### src/rtl/rs_issue_queue_pkg.sv
// Shared sizes and the entry record for the reservation-station issue queue.
package rs_issue_queue_pkg;

    localparam int RS_SIZE   = 16;
    localparam int TAG_W     = 6;
    localparam int PAYLOAD_W = 32;

    // One reservation-station slot; the valid bit lives in a separate vector.
    typedef struct packed {
        logic [PAYLOAD_W-1:0] payload;
        logic [TAG_W-1:0]     src1_tag;
        logic                 src1_rdy;
        logic [TAG_W-1:0]     src2_tag;
        logic                 src2_rdy;
        logic [TAG_W-1:0]     dst_tag;
    } rs_entry_t;

    // True when a valid broadcast carries the tag a source is waiting on.
    function automatic logic tag_hit(input logic v, input logic [TAG_W-1:0] a,
                                     input logic [TAG_W-1:0] b);
        return v && (a == b);
    endfunction

endpackage

### src/rtl/rs_issue_queue_if.sv
// Bundle of dispatch, CDB, selector and issue signals around the issue queue.
//
// Handshake rules:
//   - dispatch: a uop is taken on a rising edge where dispatch_valid=1 and
//     rs_full=0; dispatch_valid while rs_full=1 is dropped.
//   - cdb: cdb_valid/cdb_tag is a broadcast with no back-pressure.
//   - select: sel_req is a request vector; sel_gnt must be one-hot or zero and
//     only bits that are also set in sel_req take effect.
//   - issue: issue_valid is a single-cycle pulse, no ready from the FU.
interface rs_issue_queue_if;
    import rs_issue_queue_pkg::*;

    logic                 dispatch_valid;
    logic [PAYLOAD_W-1:0] dispatch_payload;
    logic [TAG_W-1:0]     dispatch_src1_tag;
    logic                 dispatch_src1_rdy;
    logic [TAG_W-1:0]     dispatch_src2_tag;
    logic                 dispatch_src2_rdy;
    logic [TAG_W-1:0]     dispatch_dst_tag;
    logic                 rs_full;
    logic                 cdb_valid;
    logic [TAG_W-1:0]     cdb_tag;
    logic [RS_SIZE-1:0]   sel_req;
    logic [RS_SIZE-1:0]   sel_gnt;
    logic                 issue_valid;
    logic [PAYLOAD_W-1:0] issue_payload;
    logic [TAG_W-1:0]     issue_dst_tag;

    modport master (
        output dispatch_valid, dispatch_payload, dispatch_src1_tag, dispatch_src1_rdy,
        output dispatch_src2_tag, dispatch_src2_rdy, dispatch_dst_tag,
        output cdb_valid, cdb_tag, sel_gnt,
        input  rs_full, sel_req, issue_valid, issue_payload, issue_dst_tag
    );

    modport slave (
        input  dispatch_valid, dispatch_payload, dispatch_src1_tag, dispatch_src1_rdy,
        input  dispatch_src2_tag, dispatch_src2_rdy, dispatch_dst_tag,
        input  cdb_valid, cdb_tag, sel_gnt,
        output rs_full, sel_req, issue_valid, issue_payload, issue_dst_tag
    );

endinterface

### src/rtl/rs_issue_queue_ps16.sv
// 16-way priority selector: grants the highest-index requesting bit when enabled.
module ps16 (
    input  logic        en,
    input  logic [15:0] req,
    output logic [15:0] gnt
);

    // Scan upward so the last (highest) requester overwrites earlier ones.
    always_comb begin
        gnt = '0;
        if (en) begin
            for (int i = 0; i < 16; i++) begin
                if (req[i]) begin
                    gnt    = '0;
                    gnt[i] = 1'b1;
                end
            end
        end
    end

endmodule

### src/rtl/rs_issue_queue.sv
// 16-entry reservation station: allocate on dispatch, wake on CDB, issue on grant.
module rs_issue_queue
    import rs_issue_queue_pkg::*;
(
    input  logic             clock,
    input  logic             reset,
    rs_issue_queue_if.slave  bus
);

    logic [RS_SIZE-1:0]   valid_q, valid_d;
    rs_entry_t            entries_q [RS_SIZE];
    rs_entry_t            entries_d [RS_SIZE];
    logic                 issue_valid_q, issue_valid_d;
    logic [PAYLOAD_W-1:0] issue_payload_q, issue_payload_d;
    logic [TAG_W-1:0]     issue_dst_tag_q, issue_dst_tag_d;

    logic [RS_SIZE-1:0]   free_vec, alloc_gnt, req_vec, eff_gnt;
    logic                 full_w, dispatch_fire;
    rs_entry_t            new_entry, granted_entry;

    // Everything the selector and allocator see comes from registered state only.
    assign free_vec      = ~valid_q;
    assign full_w        = &valid_q;
    assign dispatch_fire = bus.dispatch_valid & ~full_w;
    assign eff_gnt       = bus.sel_gnt & req_vec;

    assign bus.rs_full       = full_w;
    assign bus.sel_req       = req_vec;
    assign bus.issue_valid   = issue_valid_q;
    assign bus.issue_payload = issue_payload_q;
    assign bus.issue_dst_tag = issue_dst_tag_q;

    ps16 u_alloc (
        .en  (1'b1),
        .req (free_vec),
        .gnt (alloc_gnt)
    );

    // Request vector: valid entries whose two sources are both available.
    always_comb begin
        req_vec = '0;
        for (int i = 0; i < RS_SIZE; i++) begin
            req_vec[i] = valid_q[i] & entries_q[i].src1_rdy & entries_q[i].src2_rdy;
        end
    end

    // Incoming uop, with a source marked ready if the CDB broadcasts its tag this cycle.
    always_comb begin
        new_entry          = '0;
        new_entry.payload  = bus.dispatch_payload;
        new_entry.src1_tag = bus.dispatch_src1_tag;
        new_entry.src2_tag = bus.dispatch_src2_tag;
        new_entry.dst_tag  = bus.dispatch_dst_tag;
        new_entry.src1_rdy = bus.dispatch_src1_rdy |
                             tag_hit(bus.cdb_valid, bus.dispatch_src1_tag, bus.cdb_tag);
        new_entry.src2_rdy = bus.dispatch_src2_rdy |
                             tag_hit(bus.cdb_valid, bus.dispatch_src2_tag, bus.cdb_tag);
    end

    // One-hot mux of the granted entry toward the issue registers.
    always_comb begin
        granted_entry = '0;
        for (int i = 0; i < RS_SIZE; i++) begin
            if (eff_gnt[i]) granted_entry = entries_q[i];
        end
    end

    // Next entry state: wakeup, issue invalidate and allocation act independently.
    always_comb begin
        valid_d = valid_q & ~eff_gnt;
        for (int i = 0; i < RS_SIZE; i++) begin
            entries_d[i] = entries_q[i];
            if (valid_q[i] && tag_hit(bus.cdb_valid, entries_q[i].src1_tag, bus.cdb_tag))
                entries_d[i].src1_rdy = 1'b1;
            if (valid_q[i] && tag_hit(bus.cdb_valid, entries_q[i].src2_tag, bus.cdb_tag))
                entries_d[i].src2_rdy = 1'b1;
            // The allocated slot was free in valid_q, so it never collides with an issue.
            if (dispatch_fire && alloc_gnt[i]) begin
                entries_d[i] = new_entry;
                valid_d[i]   = 1'b1;
            end
        end
    end

    // Issue registers load on an effective grant; data holds otherwise.
    always_comb begin
        issue_valid_d   = |eff_gnt;
        issue_payload_d = issue_payload_q;
        issue_dst_tag_d = issue_dst_tag_q;
        if (|eff_gnt) begin
            issue_payload_d = granted_entry.payload;
            issue_dst_tag_d = granted_entry.dst_tag;
        end
    end

    // Entry array and valid vector; reset empties the station immediately.
    always_ff @(posedge clock or posedge reset) begin
        if (reset) begin
            valid_q <= '0;
            for (int i = 0; i < RS_SIZE; i++) entries_q[i] <= '0;
        end else begin
            valid_q <= valid_d;
            for (int i = 0; i < RS_SIZE; i++) entries_q[i] <= entries_d[i];
        end
    end

    // Registered issue port toward the functional unit.
    always_ff @(posedge clock or posedge reset) begin
        if (reset) begin
            issue_valid_q   <= 1'b0;
            issue_payload_q <= '0;
            issue_dst_tag_q <= '0;
        end else begin
            issue_valid_q   <= issue_valid_d;
            issue_payload_q <= issue_payload_d;
            issue_dst_tag_q <= issue_dst_tag_d;
        end
    end

endmodule

### src/flat_wrapper.sv
// flat-port wrapper written by rule: the top's interface ports become plain ports
module rs_issue_queue_flat import rs_issue_queue_pkg::*;
  (clock, reset, bus_dispatch_valid, bus_dispatch_payload, bus_dispatch_src1_tag, bus_dispatch_src1_rdy, bus_dispatch_src2_tag, bus_dispatch_src2_rdy, bus_dispatch_dst_tag, bus_cdb_valid, bus_cdb_tag, bus_sel_gnt, bus_rs_full, bus_sel_req, bus_issue_valid, bus_issue_payload, bus_issue_dst_tag);
  rs_issue_queue_if bus_i ();
  input  logic clock;
  input  logic reset;
  input wire logic [$bits(bus_i.dispatch_valid)-1:0] bus_dispatch_valid;
  input wire logic [$bits(bus_i.dispatch_payload)-1:0] bus_dispatch_payload;
  input wire logic [$bits(bus_i.dispatch_src1_tag)-1:0] bus_dispatch_src1_tag;
  input wire logic [$bits(bus_i.dispatch_src1_rdy)-1:0] bus_dispatch_src1_rdy;
  input wire logic [$bits(bus_i.dispatch_src2_tag)-1:0] bus_dispatch_src2_tag;
  input wire logic [$bits(bus_i.dispatch_src2_rdy)-1:0] bus_dispatch_src2_rdy;
  input wire logic [$bits(bus_i.dispatch_dst_tag)-1:0] bus_dispatch_dst_tag;
  input wire logic [$bits(bus_i.cdb_valid)-1:0] bus_cdb_valid;
  input wire logic [$bits(bus_i.cdb_tag)-1:0] bus_cdb_tag;
  input wire logic [$bits(bus_i.sel_gnt)-1:0] bus_sel_gnt;
  output wire logic [$bits(bus_i.rs_full)-1:0] bus_rs_full;
  output wire logic [$bits(bus_i.sel_req)-1:0] bus_sel_req;
  output wire logic [$bits(bus_i.issue_valid)-1:0] bus_issue_valid;
  output wire logic [$bits(bus_i.issue_payload)-1:0] bus_issue_payload;
  output wire logic [$bits(bus_i.issue_dst_tag)-1:0] bus_issue_dst_tag;
  assign bus_i.dispatch_valid = bus_dispatch_valid;
  assign bus_i.dispatch_payload = bus_dispatch_payload;
  assign bus_i.dispatch_src1_tag = bus_dispatch_src1_tag;
  assign bus_i.dispatch_src1_rdy = bus_dispatch_src1_rdy;
  assign bus_i.dispatch_src2_tag = bus_dispatch_src2_tag;
  assign bus_i.dispatch_src2_rdy = bus_dispatch_src2_rdy;
  assign bus_i.dispatch_dst_tag = bus_dispatch_dst_tag;
  assign bus_i.cdb_valid = bus_cdb_valid;
  assign bus_i.cdb_tag = bus_cdb_tag;
  assign bus_i.sel_gnt = bus_sel_gnt;
  assign bus_rs_full = bus_i.rs_full;
  assign bus_sel_req = bus_i.sel_req;
  assign bus_issue_valid = bus_i.issue_valid;
  assign bus_issue_payload = bus_i.issue_payload;
  assign bus_issue_dst_tag = bus_i.issue_dst_tag;
  rs_issue_queue u_core (.clock(clock), .reset(reset), .bus(bus_i));
endmodule
### config.mk
export PLATFORM = sky130hd
export DESIGN_NAME = rs_issue_queue_flat
export DESIGN_NICKNAME = d
export VERILOG_FILES = /design/src/rtl/rs_issue_queue_pkg.sv /design/src/rtl/rs_issue_queue_if.sv /design/src/rtl/rs_issue_queue_ps16.sv /design/src/rtl/rs_issue_queue.sv /design/src/flat_wrapper.sv
export SDC_FILE = /design/constraint.sdc
export NUM_CORES = 2
export LEC_CHECK = 0
export BUFFER_PORTS_ARGS = -buffer_cell sky130_fd_sc_hd__buf_2
export CORE_UTILIZATION = 60
export DETAILED_ROUTE_END_ITERATION = 10
export PLACE_DENSITY = 0.73
export SLEW_MARGIN = 20
export SYNTH_ARGS = -nofsm -noshare
export SYNTH_HDL_FRONTEND = slang
export SYNTH_SLANG_ARGS = --single-unit
### constraint.sdc
create_clock -name clock -period 33.2 [get_ports clock]
set_clock_uncertainty 0.2 [all_clocks]
set_input_delay 0 -clock clock [delete_from_list [all_inputs] [get_ports clock]]
set_output_delay 0 -clock clock [all_outputs]
set_load 0.05 [all_outputs]
### Word-level counts from Yosys, hierarchy flattened

Cells that the tools add are included.

* register bits after elaboration: 887
* output and inout bits: 56
* word-level logic and storage cells: 386

* equality and inequality tests: 34
* muxes and demuxes: 96
* bitwise operators: 40
* reductions and logical operators: 116

Operator list (number)
* $mux 52: 16
* $mux 16: 15
* $mux 14: 16
* $eq 6x6->1: 34
* $logic_and 1x1->1: 82
* $reduce_bool 2->1: 32
* $mux 1: 49
* $and 1x1->1: 33
* $and 16x16->16: 2
* $not 16->16: 2
* $reduce_and 16->1: 1
* $reduce_or 16->1: 1
* $or 1x1->1: 2
* $not 1->1: 1

### Longest topological paths before layout

* depth after elaboration: 19
* gate-level depth with buffers: 11
* mapped depth without buffers: 7

### Modules after synthesis

From an unflattened synthesis, not the netlist that was laid out.

* cell total of the unflattened synthesis: 3187
* area, all modules: 43477.9 um^2

Modules (own cells, without submodules)
* rs_issue_queue: instances 1, cells each 3158, area each 43246.5 um^2, seq. area each 22196.3 um^2
* ps16: instances 1, cells each 29, area each 231.5 um^2, seq. area each 0.0 um^2

### Least setup slack after synthesis

OpenSTA, ideal clock, no wires.

* kind: reg2out
* start: reg u_core.valid_q[7]
* end: out bus_rs_full
* data arrival time: 2415 ps
* required time: 33000 ps
* path slack: 30585 ps
* stages on the path, launching flop included: 5
* buffers on the path: 1
* path through: dfrtp_1 -> buf_2 -> and3_1 -> nand4_1 -> nor4_1

* cells in the longest elaborated chain, start to end: 1

Ends and longest elaborated chain
* start, declared: line rs_issue_queue.sv:10 `logic [RS_SIZE-1:0] valid_q, valid_d;`
* start signal, assigned: line rs_issue_queue.sv:102 `valid_q <= valid_d;`
* $reduce_and 16->1: line rs_issue_queue.sv:23 `assign full_w = &valid_q;`
* end, declared: line flat_wrapper.sv:17 `output wire logic [$bits(bus_i.rs_full)-1:0] bus_rs_full;`

Every way passes these cells.

### Final worst setup path

* start: reg u_core.valid_q[6]
* end: reg u_core.issue_payload_q[1], in the netlist u_core.bus.issue_payload[1]

RTL lines
* $and 1x1->1 (2 in series): line rs_issue_queue.sv:43 `req_vec[i] = valid_q[i] & entries_q[i].src1_rdy & entries_q[i].src2_rdy;`
* $and 16x16->16: line rs_issue_queue.sv:25 `assign eff_gnt = bus.sel_gnt & req_vec;`
* $reduce_or 16->1
* net u_core.issue_valid_d: line rs_issue_queue.sv:13 `logic issue_valid_q, issue_valid_d;`
* end signal, assigned: line rs_issue_queue.sv:115 `issue_payload_q <= issue_payload_d;`
* end, declared: line rs_issue_queue.sv:14 `logic [PAYLOAD_W-1:0] issue_payload_q, issue_payload_d;`

The timed path passes the listed nets, and every way through them passes these cells.
A chain may end at the register's enable or synchronous reset.

==> results.sh <==
export IMPL_slew_headroom_pct=18.90
export IMPL_drt_initial_drc_count=3932
export IMPL_synth_edf_count=0
export IMPL_endpoint_kind="register"
export IMPL_final_layout_size_suffix_gt1_share_pct=24.51
export IMPL_viasPerCell=6.790
export IMPL_cp_endpoint="u_core.bus.issue_payload[1]"
export IMPL_path_depth=10
export IMPL_clock_sinks=887
export IMPL_fin_crit_sh_pct=12.02
export IMPL_cts_tree="done"
export IMPL_rr_endpoint="u_core.bus.issue_payload[1]"
export IMPL_status="finished clean"
export IMPL_hold_ws_ns=0.06762
export IMPL_grt_pass1_vias=32370
export IMPL_p_per_area_nw_per_um2=80.88
export IMPL_setup_viol=0
export IMPL_crit_top_cell="buf_4"
export IMPL_crit_family="buffers and inverters"
export IMPL_r2r_start="u_core.valid_q[6]"
export IMPL_worstHoldStart="bus_dispatch_payload[21]"
export IMPL_reg2reg_slack_ns=29.21
export IMPL_clock_tree_root_cell="clkbuf_16"
export IMPL_placed_area_um2=41930
export IMPL_cp_arrival_ns=4.27
export IMPL_ys_ff_latch=887
export IMPL_max_cap_viol_count=0
export IMPL_clock_latency_ns=0.65
export IMPL_path_clk_slew_ns=0.06
export IMPL_max_freq_mhz=250.7
export IMPL_syn_num_nets=3805
export IMPL_wl_per_cell_um=27.38
export IMPL_area_growth_syn_to_layout_pct=11.46
export IMPL_stdcell_area_um2=45610
export IMPL_crit_start="u_core.valid_q[6]"
export IMPL_max_stage_delay_ns=0.64
export IMPL_vdd_drop_max_uv=78.04
export IMPL_finalHoldViolCount=0
export IMPL_pin_count=134
export IMPL_drcViolationCount=0
export IMPL_fin_crit_ns=3.990
export IMPL_synthFlopType="dfrtp_1"
export IMPL_nets=3830
export IMPL_die_y_um=263.2
export IMPL_cts_buffers=90
export IMPL_start_util_pct=60.83
export IMPL_htree_num_levels=3
export IMPL_synth_cells=3727
export IMPL_drtPass1Iterations=6
export IMPL_fill_cells=4885
export IMPL_synth_distinct_cells=56
export IMPL_place_gp_congestion=0.8652
export IMPL_fp_row_count=95
export IMPL_path_cells="and4_1, nor2_4, buf_4, nand4_1, nor4_4, dlygate4sd3_1, inv_2, nand2b_2, buf_4, o31ai_1"
export IMPL_dp_final_hpwl_um=68940
export IMPL_synth_seq_area_share_pct=54.24
export IMPL_netlist_area_um2=40920
export IMPL_hp_class="primary input to register"
export IMPL_crit_fanout=38
export IMPL_numPortBuffers=133
export IMPL_syn_area_per_cell_um2=10.98
export IMPL_routed_wl_um=128500
export IMPL_vias=31870
export IMPL_slew_viol_final=0
export IMPL_cp_slowest_cell="dlygate4sd3_1"
export IMPL_drt_antenna_violating_nets=0
export IMPL_antenna_found_initial=3
export IMPL_die_w_um=263.2
export IMPL_tns_ns=0
export IMPL_critPathRequiredTime_ns=33.48
export IMPL_grtUsageTotal_pct=36.99
export IMPL_crit_buf_inv=4
export IMPL_grt_pass1_wl_um=195400
export IMPL_rsz0062_at_grt="false"
export IMPL_startpoint_type="register"
export IMPL_grt_overflow=0
export IMPL_tightest_slew_ns=1.217
export IMPL_grt_max_degree=175
export IMPL_power_leakage_uw=0.02179
export IMPL_clockBufferDepth=3
export IMPL_die_area_um2=69250
export IMPL_async_reset_ff_share_pct=100.0
export IMPL_synth_warnings=0
export IMPL_r2r_cells=10
export IMPL_critPathKind="register to register"
export IMPL_core_um2=67280
registers in the layout, summed over array words and instances, names as in the netlist:
register                  flops
u_core.bus.issue_dst_tag      6
u_core.valid_q               16
u_core.bus.issue_payload     32
u_core.bus.issue_valid        1
u_core.entries_q            832
tightest hold or removal path: stages:
cell and delay [ns]:
dlygate4sd3_1 0.52, buf_2 0.21, nand2_1 0.09, nand2_1 0.05
per-stage QoR:
step           util [%]  setup slack, ns  power [uW]  instances
6_report          67.80            29.21        3689       4693
5_1_grt           67.79            28.62        3833       4690
4_1_cts           67.75            28.84        3668       4687
3_5_place_dp      62.33            29.35        2642       4463
3_3_place_gp      62.33            29.48        2574       4463
2_1_floorplan         -            8.068        2329       3727
Yosys cell counts (all sizes together), types with 39 or more instances:
cell type / number / share of area [%]
a31oi: 39 / 0.60
nand2: 832 / 7.6
clkbuf: 251 / 2.3
xor2: 174 / 3.7
o21ai: 78 / 0.95
nor2: 90 / 0.83
mux2: 550 / 15
a21oi: 66 / 0.81
a221oi: 149 / 3.2
buf: 89 / 1.2
o22ai: 148 / 2.3
dfrtp: 887 / 54
o221ai: 39 / 0.83
cell usage in the layout (no fill, tap or decap), types with 7 or more instances in the layout:
cell type	count
buf_2	133
mux2i_1	8
and3_1	18
o31ai_2	10
nand2_1	825
a311oi_1	37
o21ai_0	78
buf_4	67
a21oi_1	66
o22ai_1	148
a22oi_1	38
or4_1	20
o31ai_1	28
clkinv_2	11
xor2_1	174
clkbuf_1	21
clkbuf_8	23
dlygate4sd3_1	69
nor2_1	84
nor4_1	35
o221ai_1	39
clkbuf_16	95
a41oi_1	8
a221oi_1	149
nand2_2	7
nor3_1	26
xnor2_1	30
a31oi_1	39
dfrtp_1	887
mux2_1	10
mux2_2	540
nand4_1	16
cell type report:
class	count	area [um^2]	area share, %
flip-flops and latches	887	22200	48.66
inverters	6	30.03	0.06584
clock buffers	139	2773	6.079
repair buffers	273	1913	4.194
well taps	873	1092	2.395
diodes	5	12.51	0.02743
clock inverters	16	183.9	0.4032
multi-input cells	2494	17410	38.17
power by group:
part / internal [uW] / leakage, uW / total (uW) / switching (uW)
sequential: 1390 / 0.0116 / 1630 / 237
combinational: 433 / 0.00877 / 1040 / 605
clock: 601 / 0.00146 / 1020 / 421
kinds of logic (layout without fill, tap and decap cells):
kind of cell / count (synthesis) / count (layout) / synth area share [%]
flip-flops: 887 / 887 / 54.24
multiplexers: 558 / 558 / 15.33
XOR/XNOR: 204 / 204 / 4.366
AO/OA/AOI/OAI: 655 / 655 / 11.45
buffers and inverters: 346 / 434 / 3.571
AND/OR/NAND/NOR: 1077 / 1077 / 11.04
other: 0 / 5 / 0
routing by layer:
metal | part of all wire, % | GRT usage [%] | vias to the layer above
met5 | 0 | 0 | -
met4 | 4.7 | 18.16 | 0
met3 | 11 | 9.092 | 462
met2 | 47 | 59.04 | 1986
met1 | 38 | 47.38 | 16100
li1 | - | - | 13320
repair_timing:
item | in CTS | in global routing
hold buffers | 69 | 0
setup buffers | 0 | 0
gates resized for setup | 0 | 0
hold endpoints to repair | 960 | 0
worst min path at each step:
stage / end / cells past startpoint
floorplan: u_core.entries_q[749] / 1
global placement: u_core.entries_q[701] / 2
detailed placement: u_core.entries_q[749] / 2
CTS: u_core.valid_q[15] / 3
global route: u_core.valid_q[15] / 3
finish: u_core.entries_q[405] / 4
(Power assumes the default switching activity.)
